$ cat config.mk
export PLATFORM = sky130hd
export DESIGN_NAME = ram_burst_master
export DESIGN_NICKNAME = d
export VERILOG_FILES = /design/src/rtl/ram_burst_master.sv
export SDC_FILE = /design/constraint.sdc
export NUM_CORES = 1
export LEC_CHECK = 0
export CORE_AREA = 2 2 108 110
export CTS_CLUSTER_SIZE = 14
export DETAILED_ROUTE_END_ITERATION = 10
export DIE_AREA = 0 0 110 112
export GPL_TIMING_DRIVEN = 0
export PLACE_DENSITY = 0.78
export SLEW_MARGIN = 20
export SYNTH_ARGS = -nofsm -noshare
export SYNTH_HDL_FRONTEND = slang
export SYNTH_SLANG_ARGS = --single-unit
export TNS_END_PERCENT = 20
$ cat constraint.sdc
create_clock -name clk -period 4.4 [get_ports clk]
set_input_delay 0.66 -clock clk [delete_from_list [all_inputs] [get_ports clk]]
set_output_delay 0.66 -clock clk [all_outputs]
set_load 0.01 [all_outputs]
$ cat src/rtl/ram_burst_master.sv
// ram_burst_master: burst initiator for one port of a dual-port synchronous RAM.
// Accepts read/write burst requests, walks wrapping addresses onto the RAM port,
// and realigns the RAM's one-cycle read latency into a valid/last response stream.
module ram_burst_master #(
  parameter int address_length = 4,
  parameter int word_length    = 64,
  parameter int len_width      = 3
) (
  input  logic                      clk,
  input  logic                      reset,
  // request channel
  input  logic                      req_valid,
  output logic                      req_ready,
  input  logic                      req_write,
  input  logic [address_length-1:0] req_addr,
  input  logic [len_width-1:0]      req_len,
  // write beat stream
  input  logic                      wdata_valid,
  output logic                      wdata_ready,
  input  logic [word_length-1:0]    wdata,
  // read beat stream (no backpressure)
  output logic                      rdata_valid,
  output logic [word_length-1:0]    rdata,
  output logic                      rdata_last,
  // burst completion pulse
  output logic                      done,
  // RAM port
  output logic [address_length-1:0] ram_address,
  output logic [word_length-1:0]    ram_data,
  output logic                      ram_wren,
  input  logic [word_length-1:0]    ram_q
);

  typedef enum logic [1:0] {
    IDLE  = 2'd0,
    READ  = 2'd1,
    WRITE = 2'd2
  } state_t;

  localparam logic [address_length-1:0] addr_one = 1;
  localparam logic [len_width-1:0]      len_one  = 1;

  state_t                    state;
  state_t                    state_next;
  logic [address_length-1:0] addr_cnt;   // next write beat address
  logic [len_width-1:0]      beat_cnt;   // beats remaining minus one
  logic                      req_fire;
  logic                      wbeat_fire;
  logic                      beat_last;
  logic                      read_issue;
  logic                      issue_d;    // read issued last cycle -> data on ram_q now
  logic                      last_d;     // final read issued last cycle
  logic                      wr_done;    // final write beat presented this cycle

  assign req_fire   = req_valid & req_ready;
  assign wbeat_fire = wdata_valid & wdata_ready;
  assign beat_last  = (beat_cnt == '0);

  // State register.
  // NOTE: sequential state uses non-blocking (<=) so every flop samples pre-edge values.
  always_ff @(posedge clk or posedge reset) begin
    if (reset) state <= IDLE;
    else       state <= state_next;
  end

  // Next-state logic.
  // NOTE: default assignment first so no path through the case infers a latch.
  always_comb begin
    state_next = state;
    case (state)
      IDLE:    if (req_fire) state_next = req_write ? WRITE : READ;
      READ:    if (beat_last) state_next = IDLE;
      WRITE:   if (wr_done) state_next = IDLE;
      default: state_next = IDLE;
    endcase
  end

  // Handshake and issue decode from the current state.
  always_comb begin
    req_ready   = 1'b0;
    wdata_ready = 1'b0;
    read_issue  = 1'b0;
    case (state)
      IDLE:    req_ready   = ~reset;
      READ:    read_issue  = 1'b1;
      WRITE:   wdata_ready = ~wr_done;  // all beats taken once the last write is presented
      default: ;
    endcase
  end

  // Address/beat counters, registered RAM drive and read-return alignment.
  // NOTE: every flop here is in the async reset so a mid-burst reset kills ram_wren at once.
  always_ff @(posedge clk or posedge reset) begin
    if (reset) begin
      addr_cnt    <= '0;
      beat_cnt    <= '0;
      ram_address <= '0;
      ram_data    <= '0;
      ram_wren    <= 1'b0;
      issue_d     <= 1'b0;
      last_d      <= 1'b0;
      wr_done     <= 1'b0;
    end else begin
      ram_wren <= wbeat_fire;
      issue_d  <= read_issue;
      last_d   <= read_issue & beat_last;
      wr_done  <= wbeat_fire & beat_last;
      if (req_fire) begin
        addr_cnt    <= req_addr;
        ram_address <= req_addr;
        beat_cnt    <= req_len;
      end else if (read_issue) begin
        if (!beat_last) begin
          ram_address <= ram_address + addr_one;
          beat_cnt    <= beat_cnt - len_one;
        end
      end else if (wbeat_fire) begin
        ram_address <= addr_cnt;
        ram_data    <= wdata;
        addr_cnt    <= addr_cnt + addr_one;
        if (!beat_last) beat_cnt <= beat_cnt - len_one;
      end
    end
  end

  // Read response stream: RAM data passes straight through, qualified by the delayed issue.
  always_comb begin
    rdata_valid = issue_d;
    rdata_last  = last_d;
    rdata       = ram_q;
    done        = last_d | wr_done;
  end

endmodule

==> results of run 1 <==
kinds of logic after synthesis:
group,count (synthesis),share of synthesized area
compound gates,20,0.0347
simple gates,36,0.0532
fa+ha+maj,4,0.0132
buf+inv,82,0.152
mux,68,0.202
xor+xnor,4,0.00926
flops,81,0.536
cell type report:
cell class / instances / share of cell area
repair buffers: 214 / 0.335
flip-flops and latches: 81 / 0.315
multi-input cells: 132 / 0.183
plain buffers: 77 / 0.0865
clock buffers: 13 / 0.0435
well taps: 143 / 0.0278
clock inverters: 2 / 0.00544
inverters: 5 / 0.00330
per-layer routing:
| metal | global-route usage | part of all wire | up-vias |
|---|---|---|---|
| met5 | 0 | 0 | - |
| li1 | - | - | 1394 |
| met2 | 0.270 | 0.52 | 166 |
| met4 | 0.0658 | 0.022 | 0 |
| met3 | 0.0345 | 0.089 | 16 |
| met1 | 0.174 | 0.36 | 1446 |
final timing paths:
check | startpoint | to | slack, ps | cells past startpoint
setup / recovery | reset | req_ready | 1830 | 3
hold / removal | ram_data[18]$_DFFE_PP0P_ | ram_data[18]$_DFFE_PP0P_ | 500 | 1
setup reg to reg | state[0]$_DFFE_PP0P_ | ram_data[13]$_DFFE_PP0P_ | 2710 | 5
hold reg to reg | ram_data[18]$_DFFE_PP0P_ | ram_data[18]$_DFFE_PP0P_ | 500 | 1
max in group asynchronous | reset | ram_data[28]$_DFFE_PP0P_ | 3000 | 3
min in group asynchronous | reset | ram_data[54]$_DFFE_PP0P_ | 800 | 2
worst max-delay path, stage by stage:
cell,delay (ps)
clkdlybuf4s50_1,510
nor3_1,170
clkdlybuf4s50_1,570
cells in the mapped netlist, drive strengths merged:
master and instances:
a21oi 3, a221oi 1, a22o 1, a22oi 1, a2bb2oi 1, a31o 1
a31oi 1, and2 1, and4bb 1, buf 75, clkbuf 2, dfrtp 81
ha 4, inv 5, mux2 66, mux2i 2, nand2 7, nand2b 2
nand3 6, nand4 1, nor2 6, nor2b 4, nor3 1, nor3b 2
nor4b 1, o21ai 9, o21ba 1, o311ai 1, or2 1, or3 3
xnor2 2, xor2 2
stage by stage:
stage / area (um2) / power (mW) / cells
6_report: 6440 / 3.89 / 667
5_1_grt: 6440 / 4.13 / 667
4_1_cts: 6440 / 3.95 / 667
3_5_place_dp: 6120 / 3.15 / 652
3_3_place_gp: 6090 / 3.10 / 651
2_1_floorplan: 3780 / 2.18 / 295
state kept, by name (all words and copies together) (netlist names):
signal,cells
ram_wren,1
wr_done,1
ram_data,64
ram_address,4
rdata_valid,1
beat_cnt,3
rdata_last,1
addr_cnt,4
state,2
where the power goes:
group,switching (mW),internal [mW],total (mW)
registers,0.196,1.12,1.31
logic,0.670,1.13,1.80
clock network,0.275,0.497,0.773
==> flow_summary.yaml, run 1 <==
status:
  status: "complete, no violations"
finish:
  fin_util: 0.576
  mostFrequentLayoutCells: "213 x clkdlybuf4s50_1, 81 x dfrtp_1, 67 x buf_4, 66 x mux2_2, 9 x clkbuf_16"
  layout_commonest_cell: "clkdlybuf4s50_1"
  multi_input_area_um2: 1180
  seqCellArea_um2: 2030
  diodes: 0
  fin_nets: 664
  area_growth_pct: 70.2
  n_fill_cell: 938
  drive_above_1_share: 0.311
floorplan:
  fp.dieArea_um2: 12300
  coreArea_um2: 11200
  die-width_um: 110
  ios: 278
  initial_core_util: 0.339
  rows: 39
  die_y_um: 112
clock_network:
  cts_tree: "done"
  clockRootBuffer: "clkbuf_16"
  clock_latency_ps: 330
  htree_levels: 3
  clk_pin_slew_ps: 60
  ctsResizeCount: 0
  postCtsSetupRepairBufs: 0
  cts.path.max_buffers: 2
  cts_sinks: 81
  cts-buffers-inserted: 9
  holdBufCountCts: 0
power:
  max-vdd-ir-drop_v: 0.000383
  powerDensity_nw_per_um2: 604
  p_leak_nw: 2.77
critical_path:
  cp-end-kind: "output pin"
  cp_max_fo: 4
  worstSetupPathType: "primary input to output pin"
  worstPathRequired_ps: 3740
  crit_path_start_kind: "primary input"
  worst_ep_arrival_time_ps: 1910
placed_design:
  dpl.hpwl_mm: 7.60
  dp_slack_ps: 1680
  numPortBuffers: 213
  gp_congestion: 0.782
flow_run:
  max_cap_viol_count: 0
sta:
  clock_skew_ps: 7.06
  rsz0062_at_grt: "false"
  tns_ps: 0
  maxSlewHeadroom: 0.712
  hold_viol: 0
  whs_ps: 504
  worst_slack_ps: 1830
  tightest_slew_ps: 432
  slew_violations: 0
  fin_crit_sh: 0.583
  finalSetupViolCount: 0
  fin_crit_ps: 2570
  max_freq_mhz: 390
grt:
  grt_max_degree: 51
  grt_usage: 0.153
  antenna_found_initial: 0
  grt-ovfl-total: 0
  grt_pass1_vias: 2986
  grt_pass1_wl_mm: 14.6
synthesis:
  synth-seq-area-share: 0.536
  syn_area_um2: 3780
  syn_inst: 295
  synth_area_leaders: "dfrtp_1 54%, mux2_2 20%, buf_4 13%"
  synth_cell_types: 36
  synth-seq-cells: 81
  synth_top_cell_by_area: "dfrtp_1"
  yosys_warnings: 0
  syn_avg_cell_area_um2: 12.8
  syn_nets: 439
  yosys.area.top_type_share: 0.536
detailed_routing:
  vias_per_cell: 4.53
  totalWireLength_mm: 9.60
  drtIter0Drc: 54
  first_pass_iters: 4
  ant_nets: 0
  remaining_drc_errors: 0
  wl_per_cell_um: 14.4
  vias: 3022
min_path:
  worstHoldPathType: "flop to flop"
No activity file was read; power rests on OpenSTA's default activity.
==> inputs of run 2 (changes only) <==
--- a/config.mk
+++ b/config.mk
@@ -5,12 +5,12 @@
 export SDC_FILE = /design/constraint.sdc
 export NUM_CORES = 1
 export LEC_CHECK = 0
-export CORE_AREA = 2 2 108 110
+export CORE_MARGIN = 2
+export CORE_UTILIZATION = 31
 export CTS_CLUSTER_SIZE = 14
 export DETAILED_ROUTE_END_ITERATION = 10
-export DIE_AREA = 0 0 110 112
 export GPL_TIMING_DRIVEN = 0
-export PLACE_DENSITY = 0.78
+export PLACE_DENSITY = 0.75
 export SLEW_MARGIN = 20
 export SYNTH_ARGS = -nofsm -noshare
 export SYNTH_HDL_FRONTEND = slang
==> constraint.sdc (replaced) <==
create_clock -name clk -period 2.22 [get_ports clk]
set_input_delay 0.333 -clock clk [delete_from_list [all_inputs] [get_ports clk]]
set_output_delay 0.333 -clock clk [all_outputs]
set_load 0.01 [all_outputs]
==> run 2 against run 1 <==
Compared with the run above: sequential share of layout area decreased by 0.12 points; register-to-register slack got worse by 2200 ps; critical path depth is the same; clock power up 91%; die area up 6.4%; critical endpoint is now wdata_ready; wire length rose by 2.1%; via count is 0.63% lower; critical path type is now flop to output pin.
==> flow_summary.yaml, run 2 (synthesis results as in run 1) <==
status:
  status: "complete, no violations"
grt:
  antenna_found_initial: 0
  grt_max_degree: 34
  grt_usage: 0.149
  grt_pass1_vias: 3088
  grt_pass1_wl_mm: 15.0
  grt-ovfl-total: 0
sta:
  max_freq_mhz: 485
  finalSetupViolCount: 0
  tns_ps: 0
  tightest_slew_ps: 479
  fin_crit_ps: 2060
  maxSlewHeadroom: 0.680
  rsz0062_at_grt: "false"
  fin_crit_sh: 0.929
  slew_violations: 0
  clock_skew_ps: 9.72
  hold_viol: 0
  worst_slack_ps: 157
detailed_routing:
  ant_nets: 0
  wl_per_cell_um: 14.6
  first_pass_iters: 4
  drtIter0Drc: 57
  vias: 3003
  remaining_drc_errors: 0
  totalWireLength_mm: 9.80
  vias_per_cell: 4.46
floorplan:
  initial_core_util: 0.316
  coreArea_um2: 12000
  rows: 40
  ios: 278
  fp.dieArea_um2: 13100
  die_y_um: 114
  die-width_um: 114
power:
  power.total_mw: 7.70
  max-vdd-ir-drop_v: 0.000684
  p_leak_nw: 2.77
  powerDensity_nw_per_um2: 1190
clock_network:
  ctsResizeCount: 0
  htree_levels: 3
  clockRootBuffer: "clkbuf_16"
  cts_tree: "done"
  cts.path.max_buffers: 2
  holdBufCountCts: 0
  cts_sinks: 81
  postCtsSetupRepairBufs: 0
  clk_pin_slew_ps: 70
  cts-buffers-inserted: 9
  clock_latency_ps: 340
placed_design:
  dp_slack_ps: 51.9
  placed_cells: 657
  numPortBuffers: 213
  gp_congestion: 0.728
  dpl.hpwl_mm: 7.67
finish:
  largest-register: "ram_data"
  final_cells: 673
  diodes: 0
  largest_reg_flops: 64
  layout_commonest_cell: "clkdlybuf4s50_1"
  fin_nets: 665
  drive_above_1_share: 0.316
  reg.largest.list: "ram_data: 64 flops, addr_cnt: 4 flops, ram_address: 4 flops"
  area_growth_pct: 70.9
  mostFrequentLayoutCells: "213 x clkdlybuf4s50_1, 81 x dfrtp_1, 67 x buf_4, 66 x mux2_2, 9 x clkbuf_16"
critical_path:
  worstPathRequired_ps: 1890
  cp-end-kind: "output pin"
  worst_ep_arrival_time_ps: 1730
  cp_max_fo: 9
  worstSetupPathType: "flop to output pin"
  crit_path_start_kind: "flop"
min_path:
  worstHoldPathType: "primary input to async pin"
flow_run:
  max_cap_viol_count: 0
run 2: changes by cell type in the layout (fill, tap and decap cells not counted), sizes merged:
cell      delta
clkinv       +2
clkinvlp     +1
inv          -1
buf          +1
clkbuf       -1
run 2: power by group:
| part | switching, mW | internal (mW) | total [mW] |
|---|---|---|---|
| clock | 0.580 | 0.904 | 1.48 |
| sequential | 0.401 | 2.21 | 2.61 |
| combinational | 1.34 | 2.26 | 3.60 |
run 2: area by class of cell:
cell class | instances | area (um2)
timing repair buffer | 215 | 2170
multi-input combinational | 132 | 1190
fill | 1059 | 5500
sequential | 81 | 2030
clock inverter | 4 | 52.6
inverter | 5 | 22.5
tap | 147 | 184
clock buffer | 12 | 246
buffer | 77 | 567
run 2: per-stage QoR:
step,hold WS (ps),utilization,cell area (um2)
floorplan,450,-,3810
global placement,488,0.512,6130
detailed placement,495,0.515,6170
CTS,474,0.540,6460
global route,493,0.540,6460
finish,470,0.540,6460
run 2: worst paths after layout:
check	startpoint	to	slack (ps)	depth (start not counted)
worst max-delay path	state[1]$_DFFE_PP0P_	wdata_ready	160	3
worst max register to register	state[0]$_DFFE_PP0P_	ram_data[3]$_DFFE_PP0P_	520	5
max in group asynchronous	reset	ram_data[57]$_DFFE_PP0P_	1220	3
worst min register to register	ram_data[37]$_DFFE_PP0P_	ram_data[37]$_DFFE_PP0P_	500	1
worst min-delay path	reset	ram_data[26]$_DFFE_PP0P_	470	2
min in group clk	ram_data[37]$_DFFE_PP0P_	ram_data[37]$_DFFE_PP0P_	500	1
run 2: critical path: stages (launching register included):
cell	delay (ps)
dfrtp_1	320
buf_2	180
nor3b_1	300
clkdlybuf4s50_1	600
run 2: routing by layer:
layer | GRT usage | vias up | share of wire
met3 | 0.0593 | 8 | 0.090
met1 | 0.162 | 1468 | 0.37
met5 | 0 | - | 0
li1 | - | 1389 | -
met4 | 0.0463 | 0 | 0.013
met2 | 0.264 | 138 | 0.53
==> inputs of run 3 (changes only) <==
--- a/config.mk
+++ b/config.mk
@@ -5,12 +5,14 @@
 export SDC_FILE = /design/constraint.sdc
 export NUM_CORES = 1
 export LEC_CHECK = 0
+export ABC_AREA = 1
 export CORE_MARGIN = 2
-export CORE_UTILIZATION = 31
+export CORE_UTILIZATION = 32
 export CTS_CLUSTER_SIZE = 14
 export DETAILED_ROUTE_END_ITERATION = 10
 export GPL_TIMING_DRIVEN = 0
-export PLACE_DENSITY = 0.75
+export PLACE_DENSITY = 0.76
+export REMOVE_ABC_BUFFERS = 1
 export SLEW_MARGIN = 20
 export SYNTH_ARGS = -nofsm -noshare
 export SYNTH_HDL_FRONTEND = slang
==> run 3 against run 2 <==
Compared with the run above: design area shrank 16%; register-to-register slack lost 290 ps; critical endpoint unchanged; critical path type unchanged; via count grew 13%; cell count grew 5.8%.
==> flow_summary.yaml, run 3 <==
placed_design:
  dpl.hpwl_mm: 11.2
  dp_slack_ps: -836
  numPortBuffers: 149
  placed_cells: 695
  gp_congestion: 0.915
  place_area_um2: 5040
floorplan:
  ios: 278
  initial_core_util: 0.327
  rows: 40
  die-width_um: 115
  coreArea_um2: 12000
  die_y_um: 115
  fp.dieArea_um2: 13200
critical_path:
  cp_max_fo: 4
  critPathSlowestCell: "clkdlybuf4s50_1"
  cp_num_buf_inv: 2
  cp-end-kind: "output pin"
  reg2reg_depth: 5
  max_stage_delay_ps: 520
  worstPathRequired_ps: 1890
  worstSetupPathType: "flop to output pin"
  worst_ep_arrival_time_ps: 1720
  crit_path_start_kind: "flop"
  crit_family: "buffers and inverters"
  path_cells: "nor2_4 -> nand2_1 -> inv_1 -> clkdlybuf4s50_1"
  cp.depth: 4
grt:
  grt-ovfl-total: 0
  grt_pass1_vias: 3354
  grt_pass1_wl_mm: 21.0
  grt_max_degree: 66
  grt_usage: 0.224
  antenna_found_initial: 0
synthesis:
  syn_avg_cell_area_um2: 8.24
  async_flop_share: 1.00
  synth_top_cell_by_area: "dfrtp_1"
  synth-edff-count: 0
  yosysMostFrequentCell: "nand2_1"
  synth_cell_types: 21
  synth_area_leaders: "dfrtp_1 52%, nand2_1 24%, buf_4 12%"
  ys.flop_type: "dfrtp_1"
  yosys_warnings: 0
  syn_inst: 477
  yosys-top-cells-count: "256 x nand2_1, 81 x dfrtp_1, 65 x buf_4"
  yosys.area.top_type_share: 0.516
  synth-seq-area-share: 0.516
  synth-seq-cells: 81
  syn_area_um2: 3930
finish:
  largest-register: "ram_data"
  area_growth_pct: 37.5
  diodes: 0
  mostFrequentLayoutCells: "256 x nand2_1, 149 x clkdlybuf4s50_1, 81 x dfrtp_1, 15 x inv_1, 10 x o21ai_0"
  n_fill_cell: 1169
  drive_above_1_share: 0.0549
  fin_util: 0.450
  final_cell_area_um2: 5400
  final_cells: 712
  layout_commonest_cell: "nand2_1"
  fin_nets: 704
  reg.largest.list: "ram_data: 64 flops, addr_cnt: 4 flops, ram_address: 4 flops"
  largest_reg_flops: 64
sta:
  hold_viol: 0
  slew_violations: 0
  fin_crit_ps: 2050
  max_freq_mhz: 488
  finalSetupViolCount: 0
  fin_crit_sh: 0.923
  worst_slack_ps: 170
  rsz0062_at_grt: "false"
  maxSlewHeadroom: 0.434
  tightest_slew_ps: 848
  clock_skew_ps: 7.71
detailed_routing:
  remaining_drc_errors: 0
  drtIter0Drc: 178
  met1_length_mm: 5.52
  vias_per_cell: 4.77
  met3_length_mm: 3.44
  wl_per_cell_um: 21.1
  top_layer: "met5"
  ant_nets: 0
  wl_met2_mm: 5.75
  vias: 3399
  first_pass_iters: 4
  totalWireLength_mm: 15.0
min_path:
  worstHoldPathType: "primary input to async pin"
clock_network:
  clk_pin_slew_ps: 50
  cts_sinks: 81
  htree_levels: 3
  cts-buffers-inserted: 9
  clockRootBuffer: "clkbuf_16"
  clock_latency_ps: 330
  cts_tree: "done"
  cts.path.max_buffers: 2
power:
  power.total_mw: 7.47
  p_leak_nw: 2.69
  max-vdd-ir-drop_v: 0.000637
  powerDensity_nw_per_um2: 1380
status:
  status: "complete, no violations"
flow_run:
  max_cap_viol_count: 0
-- run 3: worst register-to-register path: cells and delay by family, from the launching register on --
family / cells / cell delay [ps]
flops: 1 / 460
simple gates: 4 / 990
buf+inv: 1 / 490
-- run 3: logic make-up (layout without fill, tap and decap cells) --
kind of cell | count (synthesis) | count (layout) | synth area share
adder cells (fa/ha/maj) | 4 | 4 | 0.0127
flip-flops | 81 | 81 | 0.516
XOR/XNOR | 1 | 1 | 0.00223
AND/OR/NAND/NOR | 281 | 282 | 0.283
AO/OA/AOI/OAI | 12 | 12 | 0.0169
buffers and inverters | 98 | 185 | 0.169
-- run 3: final timing paths --
kind / from / endpoint / slack, ps
setup / recovery: state[0]$_DFFE_PP0P_ / wdata_ready / 170
hold / removal: reset / rdata_valid$_DFF_PP0_ / 420
setup reg to reg: state[0]$_DFFE_PP0P_ / ram_data[40]$_DFFE_PP0P_ / 230
max in group asynchronous: reset / ram_data[44]$_DFFE_PP0P_ / 1290
min in group clk: ram_data[8]$_DFFE_PP0P_ / ram_data[8]$_DFFE_PP0P_ / 480
hold reg to reg: ram_data[8]$_DFFE_PP0P_ / ram_data[8]$_DFFE_PP0P_ / 480
-- run 3: metrics by stage --
step	hold WS (ps)	setup TNS, ps
global route	433	0
detailed placement	464	-47410
CTS	449	0
floorplan	443	-41680
global placement	461	-247100
finish	420	0
-- run 3: cell type report --
type                            count  area, um2  area share
Clock buffer                       11        253      0.0468
Clock inverter                      5       86.3      0.0160
Inverter                           19       86.3      0.0160
Multi-Input combinational cell    299       1260       0.232
Sequential cell                    81       2030       0.375
Tap cell                          147        184      0.0340
Timing Repair Buffer              150       1510       0.280
-- run 3: where the power goes --
group	switching (mW)	leakage, nW	total [mW]	internal, mW
Clock	0.601	0.160	1.66	1.05
Combinational	1.62	1.51	3.25	1.63
Sequential	0.431	1.02	2.57	2.14
-- run 3: repair_timing --
| item | 4_1_cts | 5_1_grt |
|---|---|---|
| hold buffers | 0 | 0 |
| resized for setup | 3 | 4 |
| buffers inserted | 0 | 0 |
| endpoints found under the setup margin | 65 | 11 |
| gates cloned | 1 | 0 |
-- run 3: routing by layer --
layer	track usage	up-vias
li1	-	1540
met1	0.248	1574
met2	0.283	265
met3	0.237	16
met4	0.0610	4
met5	0.0741	-
